### config.mk
export PLATFORM = sky130hd
export DESIGN_NAME = apu_dmc_fifo
export DESIGN_NICKNAME = d
export VERILOG_FILES = /design/src/rtl/apu_dmc_fifo.sv
export SDC_FILE = /design/constraint.sdc
export NUM_CORES = 1
export LEC_CHECK = 0
export BUFFER_PORTS_ARGS = -buffer_cell sky130_fd_sc_hd__buf_4
export CORE_ASPECT_RATIO = 0.6
export CORE_MARGIN = 1
export CORE_UTILIZATION = 63
export CTS_BUF_LIST = sky130_fd_sc_hd__clkbuf_4
export CTS_CLUSTER_DIAMETER = 30
export CTS_CLUSTER_SIZE = 12
export DETAILED_ROUTE_END_ITERATION = 6
export MAX_ROUTING_LAYER = met4
export PLACE_DENSITY = 0.86
export SKIP_CTS_REPAIR_TIMING = 1
export SYNTH_ARGS = -nofsm -noshare
export SYNTH_HDL_FRONTEND = slang
export SYNTH_SLANG_ARGS = --single-unit
### constraint.sdc
create_clock -name clk -period 3.29 [get_ports clk]
set_input_delay 0.658 -clock clk [delete_from_list [all_inputs] [get_ports clk]]
set_output_delay 0.658 -clock clk [all_outputs]
set_load 0.01 [all_outputs]
### src/rtl/apu_dmc_fifo.sv
// DPCM sample channel: DMA-fed byte prefetch FIFO feeding a 1-bit delta
// playback unit with programmable rate, loop and end-of-sample IRQ.
module apu_dmc_fifo #(
    parameter int FIFO_DEPTH = 2,
    parameter int LEVEL_W    = 7,
    parameter int STEP       = 2,
    parameter int LEN_SHIFT  = 4
) (
    input  logic                             clk,
    input  logic                             rst_n,
    input  logic                             apu_cycle,
    input  logic [4:0]                       apu_addr,
    input  logic [7:0]                       data_in,
    input  logic                             apu_wr,
    input  logic                             dmc_read,
    output logic                             active,
    output logic [LEVEL_W-1:0]               sample,
    output logic                             irq,
    output logic                             dma_init,
    output logic                             dma_req,
    output logic [$clog2(FIFO_DEPTH+1)-1:0]  fifo_level
);

    localparam int CW = $clog2(FIFO_DEPTH + 1);
    localparam int PW = (FIFO_DEPTH > 1) ? $clog2(FIFO_DEPTH) : 1;
    localparam int BW = 8 + LEN_SHIFT + 1;

    localparam logic [LEVEL_W:0] UP_LIM =
        (LEVEL_W+1)'((1 << LEVEL_W) - 1 - STEP);
    localparam logic [LEVEL_W:0] DN_LIM = (LEVEL_W+1)'(STEP);

    logic               irq_en;
    logic               loop_en;
    logic [3:0]         rate;
    logic [7:0]         len;
    logic [BW-1:0]      br;
    logic [8:0]         timer;
    logic [7:0]         sr;
    logic [3:0]         bits;
    logic               silence;
    logic [LEVEL_W-1:0] level;
    logic [CW-1:0]      cnt;
    logic [PW-1:0]      rd_ptr;
    logic [PW-1:0]      wr_ptr;
    logic [7:0]         mem [FIFO_DEPTH];

    logic               wr_ctl;
    logic               wr_dac;
    logic               wr_len;
    logic               wr_sts;
    logic               sts_dis;
    logic               start;
    logic               full;
    logic               empty;
    logic               push;
    logic               last;
    logic               tick;
    logic               pop;
    logic               up_ok;
    logic               dn_ok;
    logic [BW-1:0]      reload;
    logic [LEVEL_W-1:0] dac_val;

    function automatic logic [8:0] period(input logic [3:0] r);
        case (r)
            4'd0:    return 9'd214;
            4'd1:    return 9'd190;
            4'd2:    return 9'd170;
            4'd3:    return 9'd160;
            4'd4:    return 9'd143;
            4'd5:    return 9'd127;
            4'd6:    return 9'd113;
            4'd7:    return 9'd107;
            4'd8:    return 9'd95;
            4'd9:    return 9'd80;
            4'd10:   return 9'd71;
            4'd11:   return 9'd64;
            4'd12:   return 9'd53;
            4'd13:   return 9'd42;
            4'd14:   return 9'd36;
            default: return 9'd27;
        endcase
    endfunction

    function automatic logic [PW-1:0] nxt(input logic [PW-1:0] p);
        return (p == PW'(FIFO_DEPTH - 1)) ? '0 : p + 1'b1;
    endfunction

    assign wr_ctl  = apu_wr && (apu_addr == 5'h10);
    assign wr_dac  = apu_wr && (apu_addr == 5'h11);
    assign wr_len  = apu_wr && (apu_addr == 5'h13);
    assign wr_sts  = apu_wr && (apu_addr == 5'h15);
    assign sts_dis = wr_sts && !data_in[4];

    assign active  = (br != '0);
    assign full    = (cnt == CW'(FIFO_DEPTH));
    assign empty   = (cnt == '0);
    assign start   = wr_sts && data_in[4] && !active;
    assign push    = dmc_read && active && !full && !sts_dis;
    assign last    = push && (br == BW'(1));
    assign reload  = (BW'(len) << LEN_SHIFT) + BW'(1);

    assign tick    = apu_cycle && (timer == '0);
    assign pop     = tick && (bits == 4'd1) && !empty;
    assign up_ok   = {1'b0, level} <= UP_LIM;
    assign dn_ok   = {1'b0, level} >= DN_LIM;
    assign dac_val = LEVEL_W'(data_in[6:0]) << (LEVEL_W - 7);

    assign dma_req    = active && !full && !dma_init;
    assign sample     = level;
    assign fifo_level = cnt;

    always_ff @(posedge clk or negedge rst_n) begin
        if (!rst_n) begin
            irq_en   <= 1'b0;
            loop_en  <= 1'b0;
            rate     <= '0;
            len      <= '0;
            br       <= '0;
            dma_init <= 1'b0;
            irq      <= 1'b0;
        end else begin
            if (wr_ctl) begin
                irq_en  <= data_in[7];
                loop_en <= data_in[6];
                rate    <= data_in[3:0];
            end
            if (wr_len)
                len <= data_in;
            if (sts_dis)
                br <= '0;
            else if (start)
                br <= reload;
            else if (push)
                br <= (last && loop_en) ? reload : br - BW'(1);
            dma_init <= start || (last && loop_en);
            // Clearing takes priority over a same-edge set
            if (wr_sts || !irq_en)
                irq <= 1'b0;
            else if (last && !loop_en)
                irq <= 1'b1;
        end
    end

    always_ff @(posedge clk or negedge rst_n) begin
        if (!rst_n) begin
            cnt    <= '0;
            rd_ptr <= '0;
            wr_ptr <= '0;
        end else begin
            if (push)
                wr_ptr <= nxt(wr_ptr);
            if (pop)
                rd_ptr <= nxt(rd_ptr);
            if (push && !pop)
                cnt <= cnt + CW'(1);
            else if (pop && !push)
                cnt <= cnt - CW'(1);
        end
    end

    always_ff @(posedge clk) begin
        if (push)
            mem[wr_ptr] <= data_in;
    end

    always_ff @(posedge clk or negedge rst_n) begin
        if (!rst_n) begin
            timer   <= '0;
            sr      <= '0;
            bits    <= 4'd8;
            silence <= 1'b1;
            level   <= '0;
        end else begin
            if (apu_cycle)
                timer <= tick ? period(rate) - 9'd1 : timer - 9'd1;
            // A direct level write overrides the delta step
            if (wr_dac)
                level <= dac_val;
            else if (tick && !silence) begin
                if (sr[0] && up_ok)
                    level <= level + LEVEL_W'(STEP);
                else if (!sr[0] && dn_ok)
                    level <= level - LEVEL_W'(STEP);
            end
            if (tick) begin
                sr <= sr >> 1;
                if (bits == 4'd1) begin
                    bits <= 4'd8;
                    if (!empty) begin
                        sr      <= mem[rd_ptr];
                        silence <= 1'b0;
                    end else
                        silence <= 1'b1;
                end else
                    bits <= bits - 4'd1;
            end
        end
    end

endmodule
==> impl_metrics.ini <==
[setup_path]
cp_num_buf_inv = 2
arrival_ps = 2520
start_kind = flop
crit_fanout = 6
worstRegToRegCells = 12
path_depth = 6
critPathKind = flop to primary output
path_cells = inv_1 > ha_1 > nor4b_2 > nand4_1 > and3b_1 > buf_4
cp_top_family = simple AND/OR/NAND/NOR gates
cp.required_ps = 2630
slowest_delay_ps = 450
worstSetupEndpointType = primary output
critPathSlowestCell = dfrtp_1

[yosys]
synth_cell_types = 50
synthFlopType = dfrtp_1
ys_warn_count = 0
synth.avg_cell_area_um2 = 9.978
ys_ff_latch = 78
netlist_area_um2 = 4290
syn-num-nets = 464
async_reset_ff_share_pct = 79.49
synth_edf_count = 16
ys_seq_area_share_pct = 47.42
syn_inst = 430

[route]
drc = 0
vias = 3391
drt_pass1_iterations = 6
antenna_left = 0
first_iter_violations = 367
wl_per_cell_um = 18.57
via_per_inst = 6.222
routed_wl_mm = 10.12

[timing]
maxSlewViolCount = 0
finalHoldViolCount = 0
worst_slew_pin_slew_ps = 1221
whs_ps = 275.7
setup_viol = 0
period_needed_ps = 3181
fin_tns_setup_ps = 0
relSlewSlack_pct = 17.95
fmax_ghz = 0.3143
period_share_pct = 96.69
skew_ps = 21.09

[floorplan]
die_area_um2 = 7155
ios = 31
core_area_um2 = 6331
fp.dieH_um = 65.92
row_count = 22
die_x_um = 108.5
initial_core_util_pct = 67.77

[grt]
grt_start_max_net_pins = 63
grt_use_total_pct = 32.52
grt_pass1_wl_mm = 16.53
grt.overflow.total = 0
antenna_found_initial = 0
grt_pass1_vias = 3209

[clocking]
htreeDepth = 3
cts_inserted_buffers = 9
cts_tree = built
ctsRootBufferMaster = clkbuf_4
cts.sinks = 78
clk_latency_ps = 440
path_clk_slew_ps = 130
cts_buffer_depth = 2

[finish]
nets = 491
final_layout_size_suffix_gt1_share_pct = 16.70
postLayoutCoreUtil_pct = 74.80
diodes = 0
final.fill_count = 446
area_delta_synth_final_pct = 10.38

[hold_path]
worstHoldPathType = primary input to asynchronous set/reset pin

[run]
drv_cap = 0

[pwr]
power_density_nw_per_um2 = 717.3
p_leak_nw = 2.006
vdd_ir_drop_max_v = 0.0004109

[outcome]
status = finished, final reports clean

[placement]
io_buffers = 30
post-dp-hpwl_mm = 7.345
place.gp.congestion = 1.004
-- registers in the layout, summed over array words and instances, names as in the netlist, 2 cells and up --
signal	flops
bits	4
br	13
fifo_level	2
len	8
mem	16
rate	4
sample	7
sr	8
timer	9
-- path summary, 6_finish.rpt --
kind,start,endpoint,slack (ps)
min in group clk,data_in[7],mem[1][7],440
hold / removal,rst_n,sr[5],280
hold reg to reg,timer[8],timer[8],480
setup reg to reg,rate[0],timer[8],260
setup / recovery,br[0],dma_req,110
max in group asynchronous,rst_n,sample[2],2480
-- report_power, final --
| part | internal, mW | leakage [nW] | switching, mW |
|---|---|---|---|
| logic | 0.529 | 0.999 | 0.651 |
| registers | 1.26 | 0.931 | 0.319 |
| clock network | 0.302 | 0.0757 | 0.339 |
| total | 2.09 | 2.01 | 1.31 |
-- cell type report --
cell class | count | area, um^2 | share of cell area [%]
clock buffers | 9 | 67.56 | 1.427
clock inverters | 6 | 87.58 | 1.849
inverters | 18 | 67.56 | 1.427
multi-input cells | 316 | 2118 | 44.73
flip-flops and latches | 78 | 2034 | 42.96
well taps | 84 | 105.1 | 2.219
repair buffers | 34 | 255.2 | 5.390
-- kinds of logic (layout without fill, tap and decap cells) --
logic type / after synthesis / in the layout / share of synthesized area, %
flip-flops: 78 / 78 / 47.42
adder cells (fa/ha/maj): 16 / 16 / 4.666
XOR/XNOR: 15 / 15 / 3.062
AND/OR/NAND/NOR: 152 / 152 / 17.88
buffers and inverters: 36 / 67 / 3.441
AO/OA/AOI/OAI: 91 / 91 / 12.83
multiplexers: 42 / 42 / 10.70
-- cell usage in the layout (no fill, tap or decap), drive strengths merged, types with 3 or more instances in the layout --
| master | n |
|---|---|
| dfrtp | 60 |
| a22o | 4 |
| xnor2 | 5 |
| nor3b | 5 |
| nand2b | 4 |
| a31oi | 3 |
| nand3b | 4 |
| o22ai | 3 |
| edfxtp | 16 |
| inv | 18 |
| nor2 | 44 |
| o21ai | 30 |
| or3 | 8 |
| nor4 | 7 |
| a211oi | 3 |
| mux2 | 21 |
| xor2 | 10 |
| or4 | 3 |
| buf | 34 |
| a21o | 5 |
| o31ai | 3 |
| nor3 | 12 |
| and2 | 4 |
| nand2 | 36 |
| a21oi | 33 |
| clkbuf | 9 |
| nand4 | 5 |
| nand3 | 7 |
| ha | 16 |
| mux2i | 20 |
| nor4b | 4 |
-- metrics by stage --
stage	setup WS, ps	total power [mW]	cell area (um^2)	std cells
after floorplan	405.3	2.321	4290	430
after global placement	343.0	2.659	4571	530
after detailed placement	144.7	2.720	4571	530
after CTS	-82.26	3.359	4726	545
after global routing	-2.325	3.604	4736	545
final	108.8	3.397	4736	545
-- routing by layer --
layer  GRT usage [%]  routed length, um  vias to the layer above
li1                -                  -                     1600
met1           47.32               4885                     1629
met2           42.88               4083                      149
met3           12.51               1028                       13
met4           6.419                122                        0
met5               -                  0                        -
-- synthesized netlist by cell type, drive strengths merged (4+ instances only) --
| master | n | area, um^2 |
|---|---|---|
| nor4b | 4 | 35.03 |
| inv | 18 | 67.56 |
| nor2 | 44 | 165.2 |
| or3 | 8 | 50.05 |
| nor3 | 12 | 60.06 |
| edfxtp | 16 | 480.5 |
| nand3b | 4 | 30.03 |
| o21ai | 30 | 150.1 |
| nand2 | 36 | 135.1 |
| xor2 | 10 | 87.58 |
| nor3b | 5 | 37.54 |
| a22o | 4 | 35.03 |
| nand2b | 4 | 25.02 |
| clkbuf | 13 | 48.80 |
| mux2i | 20 | 200.2 |
| and2 | 4 | 25.02 |
| mux2 | 21 | 236.5 |
| nand3 | 7 | 35.03 |
| nand4 | 5 | 31.28 |
| dfrtp | 60 | 1501 |
| a21o | 5 | 37.54 |
| ha | 16 | 200.2 |
| xnor2 | 5 | 43.79 |
| a21oi | 33 | 165.2 |
| nor4 | 7 | 43.79 |
| buf | 5 | 31.28 |
(Power assumes the default switching activity.)
